===== src/rtl/tpu_pkg.sv =====
// tpu_pkg: shared definitions for the TPU host sequencer.
//   state_t        - sequencer FSM states
//   HDR_*          - bit positions of the mode flags in the command header byte
//   UIO_*          - bit positions inside the core control byte (tpu_uio_in)
//   PAYLOAD_BYTES  - matrix bytes per command
package tpu_pkg;

  localparam int PAYLOAD_BYTES = 8;

  localparam int HDR_TRANSPOSE  = 0;
  localparam int HDR_ACTIVATION = 1;

  localparam int UIO_LOAD_EN    = 0;
  localparam int UIO_TRANSPOSE  = 1;
  localparam int UIO_ACTIVATION = 2;

  typedef enum logic [2:0] {
    ST_IDLE,
    ST_FILL,
    ST_BURST,
    ST_WAIT,
    ST_CAPTURE,
    ST_DRAIN
  } state_t;

endpackage


===== src/rtl/byte_buffer.sv =====
// byte_buffer: small byte store written in arrival order, read by index.
//   clk, rst      - clock, synchronous active-high reset (clears contents)
//   i_clr         - synchronous clear (count and contents)
//   i_wr          - append i_wr_data at slot o_count (ignored when full)
//   i_rd_idx      - combinational read index -> o_rd_data
//   o_count       - number of bytes written since last clear
module byte_buffer #(
  parameter  int DEPTH = 8,
  localparam int IW    = (DEPTH > 1) ? $clog2(DEPTH) : 1,
  localparam int CW    = $clog2(DEPTH + 1)
) (
  input  logic          clk,
  input  logic          rst,
  input  logic          i_clr,
  input  logic          i_wr,
  input  logic [7:0]    i_wr_data,
  input  logic [IW-1:0] i_rd_idx,
  output logic [7:0]    o_rd_data,
  output logic [CW-1:0] o_count
);

  localparam int unsigned NSLOT   = 2 ** IW;
  localparam logic [CW-1:0] C_DEPTH = CW'(DEPTH);

  // Sized to a power of two so every read index is in range.
  logic [7:0]    r_mem [NSLOT];
  logic [CW-1:0] r_count;

  always_ff @(posedge clk) begin
    if (rst || i_clr) begin
      r_count <= '0;
      for (int unsigned i = 0; i < NSLOT; i++) r_mem[i] <= '0;
    end else if (i_wr && (r_count != C_DEPTH)) begin
      r_mem[r_count[IW-1:0]] <= i_wr_data;
      r_count                <= r_count + CW'(1);
    end
  end

  assign o_rd_data = r_mem[i_rd_idx];
  assign o_count   = r_count;

endmodule


===== src/rtl/tpu_host_sequencer.sv =====
// tpu_host_sequencer: host byte stream -> TPU core load burst -> result stream.
//   clk, rst                 - clock, synchronous active-high reset
//   s_data/s_valid/s_ready   - command stream: header byte then 8 payload bytes
//   tpu_ui_in                - data byte to core (registered)
//   tpu_uio_in               - core control: load_en, transpose, activation (registered)
//   tpu_uo_out, tpu_done     - core result byte and done flag
//   m_data/m_valid/m_ready   - result stream back to host
//   busy                     - any state other than IDLE
//   err                      - one-cycle pulse on bad header or WAIT timeout
module tpu_host_sequencer
  import tpu_pkg::*;
#(
  parameter int RESULT_BYTES = 8,
  parameter int TIMEOUT      = 63
) (
  input  logic       clk,
  input  logic       rst,
  input  logic [7:0] s_data,
  input  logic       s_valid,
  output logic       s_ready,
  output logic [7:0] tpu_ui_in,
  output logic [7:0] tpu_uio_in,
  input  logic [7:0] tpu_uo_out,
  input  logic       tpu_done,
  output logic [7:0] m_data,
  output logic       m_valid,
  input  logic       m_ready,
  output logic       busy,
  output logic       err
);

  localparam int TW   = $clog2(TIMEOUT + 1);
  localparam int RW   = $clog2(RESULT_BYTES + 1);
  localparam int RIW  = (RESULT_BYTES > 1) ? $clog2(RESULT_BYTES) : 1;
  localparam int MW   = (TW > RW) ? TW : RW;
  localparam int CW   = (MW > 3) ? MW : 3;
  localparam int SCW  = $clog2(PAYLOAD_BYTES + 1);
  localparam int SIW  = $clog2(PAYLOAD_BYTES);

  localparam logic [CW-1:0]  C_TIMEOUT    = CW'(TIMEOUT);
  localparam logic [CW-1:0]  C_TIMEOUT_M1 = CW'(TIMEOUT - 1);
  localparam logic [CW-1:0]  C_LAST_BURST = CW'(PAYLOAD_BYTES - 1);
  localparam logic [CW-1:0]  C_LAST_RES   = CW'(RESULT_BYTES - 1);
  localparam logic [RW-1:0]  C_RES_M1     = RW'(RESULT_BYTES - 1);
  localparam logic [SCW-1:0] C_STG_M1     = SCW'(PAYLOAD_BYTES - 1);

  state_t          r_state, w_next;
  logic [CW-1:0]   r_cnt;
  logic [1:0]      r_flags;  // [0] transpose, [1] activation
  logic [7:0]      r_ui, r_uio, r_mdata;
  logic            r_err, w_err;

  logic            w_stg_wr, w_res_wr, w_clr;
  logic [SIW-1:0]  w_stg_ridx;
  logic [RIW-1:0]  w_res_ridx;
  logic [7:0]      w_stg_rd, w_res_rd;
  logic [SCW-1:0]  w_stg_count;
  logic [RW-1:0]   w_res_count;

  assign w_clr = (r_state == ST_IDLE);
  // Read one slot ahead so the registered outputs present slot k in cycle k.
  assign w_stg_ridx = (r_state == ST_BURST) ? SIW'(r_cnt + CW'(1)) : '0;
  assign w_res_ridx = (r_state == ST_DRAIN) ? RIW'(r_cnt + CW'(1)) : '0;

  byte_buffer #(.DEPTH(PAYLOAD_BYTES)) u_stage (
    .clk       (clk),
    .rst       (rst),
    .i_clr     (w_clr),
    .i_wr      (w_stg_wr),
    .i_wr_data (s_data),
    .i_rd_idx  (w_stg_ridx),
    .o_rd_data (w_stg_rd),
    .o_count   (w_stg_count)
  );

  byte_buffer #(.DEPTH(RESULT_BYTES)) u_result (
    .clk       (clk),
    .rst       (rst),
    .i_clr     (w_clr),
    .i_wr      (w_res_wr),
    .i_wr_data (tpu_uo_out),
    .i_rd_idx  (w_res_ridx),
    .o_rd_data (w_res_rd),
    .o_count   (w_res_count)
  );

  always_comb begin
    w_next   = r_state;
    w_stg_wr = 1'b0;
    w_res_wr = 1'b0;
    w_err    = 1'b0;
    unique case (r_state)
      ST_IDLE: begin
        if (s_valid) begin
          if (|s_data[7:2]) w_err  = 1'b1;
          else              w_next = ST_FILL;
        end
      end
      ST_FILL: begin
        if (s_valid) begin
          w_stg_wr = 1'b1;
          if (w_stg_count == C_STG_M1) w_next = ST_BURST;
        end
      end
      ST_BURST: begin
        if (r_cnt == C_LAST_BURST) w_next = ST_WAIT;
      end
      ST_WAIT: begin
        // err is pulsed one cycle early so it lines up with the last WAIT cycle.
        if (r_cnt == C_TIMEOUT) begin
          w_next = ST_IDLE;
        end else if (tpu_done) begin
          w_res_wr = 1'b1;
          w_next   = (RESULT_BYTES == 1) ? ST_DRAIN : ST_CAPTURE;
        end else if (r_cnt == C_TIMEOUT_M1) begin
          w_err = 1'b1;
        end
      end
      ST_CAPTURE: begin
        w_res_wr = 1'b1;
        if (w_res_count == C_RES_M1) w_next = ST_DRAIN;
      end
      ST_DRAIN: begin
        if (m_ready && (r_cnt == C_LAST_RES)) w_next = ST_IDLE;
      end
      default: w_next = ST_IDLE;
    endcase
  end

  always_ff @(posedge clk) begin
    if (rst) begin
      r_state <= ST_IDLE;
      r_cnt   <= '0;
      r_flags <= '0;
      r_ui    <= '0;
      r_uio   <= '0;
      r_mdata <= '0;
      r_err   <= 1'b0;
    end else begin
      r_state <= w_next;
      r_err   <= w_err;

      if ((r_state == ST_IDLE) && (w_next == ST_FILL))
        r_flags <= {s_data[HDR_ACTIVATION], s_data[HDR_TRANSPOSE]};

      if (w_next != r_state)
        r_cnt <= '0;
      else if ((r_state inside {ST_BURST, ST_WAIT}) || ((r_state == ST_DRAIN) && m_ready))
        r_cnt <= r_cnt + CW'(1);

      r_ui  <= (w_next == ST_BURST) ? w_stg_rd : '0;
      r_uio <= '0;
      r_uio[UIO_LOAD_EN] <= (w_next == ST_BURST);
      if (w_next inside {ST_BURST, ST_WAIT, ST_CAPTURE}) begin
        r_uio[UIO_TRANSPOSE]  <= r_flags[0];
        r_uio[UIO_ACTIVATION] <= r_flags[1];
      end

      // With a single result byte, DRAIN is entered on the same edge that
      // stores it, so that byte is forwarded straight from the core.
      if (w_next != ST_DRAIN)
        r_mdata <= '0;
      else if (r_state != ST_DRAIN)
        r_mdata <= (RESULT_BYTES == 1) ? tpu_uo_out : w_res_rd;
      else if (m_ready)
        r_mdata <= w_res_rd;
    end
  end

  assign s_ready    = (r_state == ST_IDLE) || (r_state == ST_FILL);
  assign busy       = (r_state != ST_IDLE);
  assign m_valid    = (r_state == ST_DRAIN) && (r_cnt <= C_LAST_RES);
  assign tpu_ui_in  = r_ui;
  assign tpu_uio_in = r_uio;
  assign m_data     = r_mdata;
  assign err        = r_err;

endmodule


===== config.mk =====
export PLATFORM = sky130hd
export DESIGN_NAME = tpu_host_sequencer
export DESIGN_NICKNAME = d
export VERILOG_FILES = /design/src/rtl/tpu_pkg.sv /design/src/rtl/byte_buffer.sv /design/src/rtl/tpu_host_sequencer.sv
export SDC_FILE = /design/constraint.sdc
export NUM_CORES = 1
export LEC_CHECK = 0
export CORE_MARGIN = 2
export CORE_UTILIZATION = 35
export CTS_CLUSTER_SIZE = 30
export DETAILED_ROUTE_END_ITERATION = 10
export PLACE_DENSITY = 0.64
export REMOVE_ABC_BUFFERS = 1
export SLEW_MARGIN = 0
export SYNTH_ARGS = -nofsm -noshare
export SYNTH_HDL_FRONTEND = slang
export SYNTH_SLANG_ARGS = --single-unit

===== constraint.sdc =====
create_clock -name clk -period 2.4 [get_ports clk]
set_input_delay 0.24 -clock clk [delete_from_list [all_inputs] [get_ports clk]]
set_output_delay 0.24 -clock clk [all_outputs]
set_load 0.01 [all_outputs]

# Yosys cells after proc, flatten, opt, wreduce, memory -nomap -nowiden
# Memory sizes are Yosys's and may differ from the RTL's. A register that Yosys moved wholly into a read port is not among the register bits.
# Index checks and enable logic that the tools add are counted.
# totals
ff_bits	36
ram_bits	128
input_bits	21
word_cells	97
n_memories	2
# memory_table
name	depth	word_bits	rd	rd_clocked_by_memory_dff	wr	line	rtl
u_result.r_mem	8	8	1	0	8	byte_buffer.sv:26	logic [7:0] r_mem [NSLOT];
u_stage.r_mem	8	8	1	1	8	byte_buffer.sv:26	
# op_classes
n_addsub	3
n_lt_le_gt_ge	1
n_eq_ne	19
muxes	39
bitwise	2
reduce_logical	21
# ops
operator	count
$mux W3	13
$mux W8	4
$mux W1	19
$pmux W3 S6	1
$reduce_or A8 Y1	2
$eq A3 B2 Y1 const B	4
$eq A6 B6 Y1 const B	2
$eq A3 B3 Y1 const B	3
$add A4 B1 Y4 const B	2
$eq A4 B3 Y1 const B	2
$ne A4 B4 Y1 const B	2
$reduce_or A2 Y1	4
$add A6 B1 Y6 const B	1
$eq A3 B1 Y1 const B	2
$eq A6 B3 Y1 const B	1
$le A6 B3 Y1 const B	1
$logic_and A1 B1 Y1	6
$ne A3 B3 Y1 const B	2
$reduce_bool A3 Y1	2
$reduce_or A6 Y1	1
$pmux W1 S2	2
$reduce_bool A2 Y1	2
$logic_not A3 Y1	1
$logic_or A1 B1 Y1	3
2 further kinds	3

# Depth between registers and ports, before layout
# Gate-level depths: netlist of the first run.
# depth
depth_word	9
ltp_mapped	9
mapped_depth_nobuf	7

# By module
# From an unflattened synthesis of the first run, not the netlist that was laid out.
# unflattened
hier_cells	607
hier_area_um2	8037.7
# by_module_without_submodules
mod	instances	cells_each	area_per_inst_um2
byte_buffer (u_stage)	1	208	3284.4
byte_buffer (u_result)	1	215	3061.7
tpu_host_sequencer	1	184	1691.6

# Worst setup path after synthesis of the first run
# No wires, ideal clock.
# synth_path
path_kind	register to register
startpoint	register u_stage.r_count[0], in the netlist u_stage.o_count[0]
endpoint	memory u_stage.r_mem[3][0] (enable)
setup_time_ns	0.384
arrival_ns	2.173
setup_slack_ns	-0.157
path_stages_with_launch	9
period_less_slack_ns	2.557
path_cell_list	dfxtp_1 > clkbuf_1 > inv_1 > ha_1 > nand3b_1 > and4_1 > clkbuf_1 > nand3_1 > o21ai_0
# synth_rtl
element	line	rtl
from (decl)	byte_buffer.sv:27	logic [CW-1:0] r_count;
from (signal assigned)	byte_buffer.sv:35	r_count <= r_count + CW'(1);
to (decl)	byte_buffer.sv:26	

# Worst setup path after layout of the first run
# layout_path
startpoint	register r_state[2]
endpoint	output busy
# layout_via
elab_chain_cells	1
# layout_lines
element	line	rtl
from (decl)	tpu_host_sequencer.sv:47	state_t r_state, w_next;
from (signal assigned)	tpu_host_sequencer.sv:140	r_state <= w_next;
$reduce_bool A3 Y1	tpu_host_sequencer.sv:171	assign busy = (r_state != ST_IDLE);
to (decl)	tpu_host_sequencer.sv:28	output logic busy,
# Every way passes these cells.

==> results of run 1 <==
==> placed cells by master (no fill, tap or decap), types with 6 or more instances in the layout <==
master           count
o221ai_1             9
nor2_1              70
nand3_1              6
nor3_1               9
a221oi_1             8
clkdlybuf4s50_1     43
o22ai_1              9
o211a_1              9
clkbuf_16           17
buf_4               57
dfxtp_1             39
ha_1                 6
nand2b_1            11
mux2i_1             37
mux4_2               8
inv_1                9
edfxtp_1           128
a221o_1              8
and2_1              89
a21oi_1              6
nand2_1             27
inv_6                6
a22o_1               8
and3_1              20
==> cell type report <==
cell class	count	area, um2
multi-input cells	420	2940
clock buffers	18	429
inverters	10	37.5
flip-flops and latches	167	4620
repair buffers	105	958
clock inverters	14	154
fillers	2032	12300
well taps	280	350
==> through the flow <==
step                      worst slack (ns)  TNS (ns)  utilization  instances
final                                0.128         0        0.435       1014
after detailed placement            0.0933         0        0.408        982
after global routing                0.0217         0        0.435       1014
after floorplan                     -0.908    -10.10            -        597
after CTS                           0.0995         0        0.435       1014
after global placement              0.0997         0        0.408        982
==> report_power, final <==
group          switching (mW)  internal [mW]
clock network            1.25           1.47
registers             0.00334           3.08
logic                  0.0664         0.0540
==> worst paths after layout <==
path | from | endpoint | cells after the start | slack [ns]
worst min register to register | r_flags[0] | tpu_uio_in[1] | 1 | 0.47
worst max register to register | r_state[2] | u_result.r_mem[3][2] | 4 | 0.20
worst max-delay path | r_state[2] | busy | 5 | 0.13
worst min-delay path | r_flags[0] | tpu_uio_in[1] | 1 | 0.47
==> timing repair <==
item | in CTS | in global routing
hold endpoints to repair | 0 | 0
endpoints found under the setup margin | 0 | 8
resized for setup | 0 | 2
==> worst reg2reg max path, stage by stage, from the launching register on <==
cell and delay [ns]:
dfxtp_1 0.53, nor3b_1 0.48, o21ba_2 0.31, and4_1 0.22, nand2b_1 0.32
==> state kept, by name, indices dropped and copies added (netlist names) <==
register          flops
r_cnt                 6
u_result.r_mem       64
u_stage.o_count       4
u_result.o_count      4
m_data                8
u_stage.r_mem        64
r_state               3
tpu_uio_in            3
tpu_ui_in             8
err                   1
r_flags               2
==> logic make-up after synthesis <==
logic type,Yosys count
AOI/OAI and AO/OA,81
xor gates and xnor gates,10
adders and majority gates,7
buffers and inverters,53
DFF,167
muxes,46
other,1
and+or+nand+nor,271
==> per-layer routing <==
| metal | share of wire | GRT usage | up-vias |
|---|---|---|---|
| li1 | - | - | 2506 |
| met1 | 0.43 | 0.197 | 2476 |
| met2 | 0.51 | 0.269 | 124 |
| met3 | 0.042 | 0.0323 | 33 |
| met4 | 0.022 | 0.0604 | 0 |
| met5 | 0 | 0 | - |
==> summary.md, run 1 <==
| Metric | Value |
|---|---|
| Synth Area in Simple Gates | `0.195` |
| Routed Antenna Nets | `0` |
| Largest stage delay, worst path | `~0.54 ns` |
| Mux cell area share after synthesis | `0.0720` |
| Max-slew violations | `0` |
| Root buffer cell | `clkbuf_16` |
| Synth area leaders | `edfxtp_1 (49%), dfxtp_1 (10%), and2_1 (7.1%)` |
| CP max-delay cell | `clkdlybuf4s50_1` |
| Top cells by count, synth | `edfxtp_1 (128), and2_1 (89), nor2_1 (71)` |
| Port Buffer Count | `43` |
| Leakage | `3.87 nW` |
| Worst EP required | `2.16 ns` |
| Share of cells above drive strength 1 | `0.158` |
| Avg Vias per Cell | `5.07` |
| Max Cap Viol | `0` |
| Clk slew on worst S/H paths | `0.07 ns` |
| YS warnings | `0` |
| Most Frequent Cell on Critical Path | `buf_4` |
| Top-area cell type share of the netlist area | `0.493` |
| Fin crit share | `0.947` |
| WL per Instance | `17.6 um` |
| Worst setup SP type | `register` |
| # diodes | `0` |
| Total wire length | `17.9 mm` |
| Worst-path cell chain | `buf_4 -> nor3_1 -> buf_4 -> inv_1 -> clkdlybuf4s50_1` |
| Vias in the first global route | `between 5000 and 6000` |
| Post CTS Setup Buffer Count | `0` |
| RSZ-0062 raised after global routing | `false` |
| Status | `finished clean` |
| CP delay by family, top | `buffers and inverters` |
| Nets | `749` |
| First-pass GRT wire length | `28.7 mm` |
| Main combinational cell family by area after synthesis | `simple AND/OR/NAND/NOR gates` |
| HPWL after detailed placement | `12.7 mm` |
| Slew headroom | `0.607` |
| Largest net degree at the start of global routing | `25` |
| IO Pins | `49` |
| Tot GR Track Use | `0.158` |
| Post-synthesis xor/xnor area fraction | `0.0112` |
| CP endpoint kind | `primary output` |
| Hold Path Class | `register to register` |
| Final setup skew | `0.0118 ns` |
| Worst vdd ir | `557 uV` |
| CTS tree | `done` |
| CP max FO | `12` |
| Final Power | `roughly 5.9 mW` |
| EDFF count, synth | `128` |
| # clock sinks | `167` |
| Fin area | `0.00949 mm2` |
| Minimum clock period | `2.27 ns` |
| Adder-cell share of the synthesized area | `0.0112` |
| Final setup vio count | `0` |
| WP data arrival | `2.03 ns` |
| Gr ovfl total | `0` |
| Routability cong. | `0.874` |
| Top_reg_cell synth | `edfxtp_1` |
| Yosys cell types | `64` |
| Hold Buf Count CTS | `0` |
| Crit path buf inv count | `4` |
| Pwr dens | `~620 mW/mm2` |
| Post-synth ARST share | `0` |
| Clock buffer depth | `2` |
| Initial drt markers | `between 200 and 300` |
| Crit Path Class | `register to primary output` |
| Core ar. | `0.0218 mm2` |
| DP Area | `0.00890 mm2` |
| Yosys reg bits | `167` |
| Seq/Total Area, Yosys | `0.593` |
| Most common cell in the netlist | `edfxtp_1` |
| Least-Margin Pin Slew | `roughly 0.6 ns` |
| H-tree level count | `4` |
| Cells after synthesis | `636` |
| Mapped Avg Cell Area | `between 10 and 15 um2` |
| TritonCTS Buffers | `17` |
| Die Y-Extent | `153 um` |
| Endpoints failing hold | `0` |
| Clock Latency Late Sink | `roughly 0.43 ns` |
| Initial antenna violation count | `0` |
| # rows | `54` |
| DRC viols | `0` |
| Synth Area in Compound Gates | `0.0837` |
| Vias | `5139` |
| Fmax | `440 MHz` |
| Leading area contributor after synthesis | `edfxtp_1` |
| First-pass DRT Iterations | `5` |
| Tightest hold margin | `0.466 ns` |
| Syn Std Cell Area | `0.00780 mm2` |
| Starting Density | `0.358` |
| Die W | `about 150 um` |
| Die Area | `0.0235 mm2` |
| Area grow syn2layout | `21.6%` |
Note: power is estimated with default switching activity, not from simulation.
==> run 2, diff against run 1 <==
==> constraint.sdc (replaced) <==
create_clock -name clk -period 1.95 [get_ports clk]
set_input_delay 0.195 -clock clk [delete_from_list [all_inputs] [get_ports clk]]
set_output_delay 0.195 -clock clk [all_outputs]
set_load 0.01 [all_outputs]
==> run 2 against run 1 <==
Sequential power increased by 23%. Clock-buffer cell count fell by 1. First-iteration DRC count grew 1.7%. Register-to-register slack lost 0.19 ns. Critical endpoint is now tpu_ui_in[3].
==> summary.md, run 2 (synthesized netlist as in run 1, its figures left out) <==
| Metric | Value |
|---|---|
| Status | `finished clean` |
| Leakage | `~4.2 nW` |
| CTS tree | `done` |
| Port Buffer Count | `43` |
| First-pass GRT wire length | `28.7 mm` |
| Hold Buf Count CTS | `0` |
| WP data arrival | `2.27 ns` |
| Fmax | `517 MHz` |
| Largest net degree at the start of global routing | `25` |
| Routability cong. | `0.842` |
| Gr ovfl total | `0` |
| Commonest non-fill, non-tap cell in the layout | `edfxtp_1` |
| Tightest hold margin | `between 0.4 and 0.5 ns` |
| Endpoints failing hold | `0` |
| Final setup skew | `approximately 0.012 ns` |
| # rows | `54` |
| Clock buffer depth | `2` |
| Routed Antenna Nets | `0` |
| Area grow syn2layout | `30.6%` |
| Final setup margin | `0.0146 ns` |
| Max Cap Viol | `0` |
| Core ar. | `around 0.022 mm2` |
| Initial antenna violation count | `0` |
| Nets | `796` |
| Placement Setup Slack | `-0.534 ns` |
| Least-Margin Pin Slew | `0.509 ns` |
| Die Area | `0.0235 mm2` |
| Root buffer cell | `clkbuf_16` |
| Minimum clock period | `1.94 ns` |
| CP max FO | `5` |
| Vias in the first global route | `about 5200` |
| Worst setup SP type | `register` |
| Total wire length | `18.6 mm` |
| Hold Path Class | `register to register` |
| Vias | `5285` |
| Max-slew violations | `0` |
| # clock sinks | `167` |
| Avg Vias per Cell | `between 4 and 5` |
| Clock Latency Late Sink | `roughly 0.43 ns` |
| Cells after DPL | `1021` |
| Largest regs | `u_result.r_mem: 64 flops, u_stage.r_mem: 64 flops` |
| First-pass DRT Iterations | `5` |
| Clk slew on worst S/H paths | `0.07 ns` |
| RSZ-0062 raised after global routing | `true` |
| WL per Instance | `around 18 um` |
| Share of cells above drive strength 1 | `0.251` |
| Initial drt markers | `303` |
| Slew headroom | `0.660` |
| IO Pins | `49` |
| Finished Layout Cells | `1061` |
| Worst vdd ir | `520 uV` |
| Tot GR Track Use | `0.160` |
| HPWL after detailed placement | `about 13 mm` |
| Crit Path Class | `register to register` |
| CP endpoint kind | `register` |
| Pwr dens | `715 mW/mm2` |
| Final setup vio count | `0` |
| TritonCTS Buffers | `17` |
| H-tree level count | `4` |
| # diodes | `0` |
| DRC viols | `0` |
| Leading cell types in the layout, fill and taps excluded | `edfxtp_1 (128), buf_4 (90), and2_1 (89)` |
| Final Power | `7.28 mW` |
| Die Y-Extent | `about 150 um` |
| Die W | `153 um` |
| Fin crit share | `0.992` |
| Starting Density | `0.358` |
| Post-layout util | `0.467` |
| Worst EP required | `around 2.3 ns` |
==> run 2: path summary, 6_finish.rpt <==
check,start,endpoint,slack (ns),depth (start not counted)
worst max-delay path,r_state[2],tpu_ui_in[3],0.01,6
worst min-delay path,r_flags[0],tpu_uio_in[1],0.46,1
worst max register to register,r_state[2],tpu_ui_in[3],0.01,6
worst min register to register,r_flags[0],tpu_uio_in[1],0.46,1
==> run 2: metrics by stage <==
stage / TNS (ns) / area (um2)
after floorplan: -50.06 / 7590
after global placement: -47.18 / 9300
after detailed placement: -50.75 / 9300
after CTS: 0 / 10000
after global routing: -0.128 / 10200
final: 0 / 10200
==> run 2: power breakdown <==
group          internal (mW)  switching [mW]  leakage [nW]
logic                 0.0747          0.0896          2.04
clock network           1.81            1.52         0.281
registers               3.79         0.00415          1.89
==> run 2: area by class of cell <==
cell class	instances	area, um2
clock buffers	17	425
multi-input cells	421	3160
inverters	10	37.5
repair buffers	151	1430
clock inverters	15	158
fillers	1925	11600
flip-flops and latches	167	4630
well taps	280	350
==> run 2: per-layer routing <==
| layer | vias to the layer above | track usage | wire length, um |
|---|---|---|---|
| met2 | 124 | 0.287 | 9720 |
| met1 | 2539 | 0.190 | 7740 |
| met3 | 22 | 0.0377 | 792 |
| li1 | 2600 | - | - |
| met5 | - | 0 | 0 |
| met4 | 0 | 0.0507 | 329 |
==> run 2: worst max-delay path, cell delays in order (launching register included) <==
cell      delay, ns
dfxtp_4        0.36
buf_6          0.13
or3b_4         0.45
nand2b_4       0.24
mux4_2         0.49
nor2_4         0.13
nor3_2         0.04
==> run 2: what timing repair did <==
| item | CTS | global route |
|---|---|---|
| endpoints found under the setup margin | 131 | 107 |
| resized for setup | 28 | 35 |
| pin swaps | 4 | 10 |
| setup buffers | 4 | 2 |
| gates cloned | 2 | 0 |
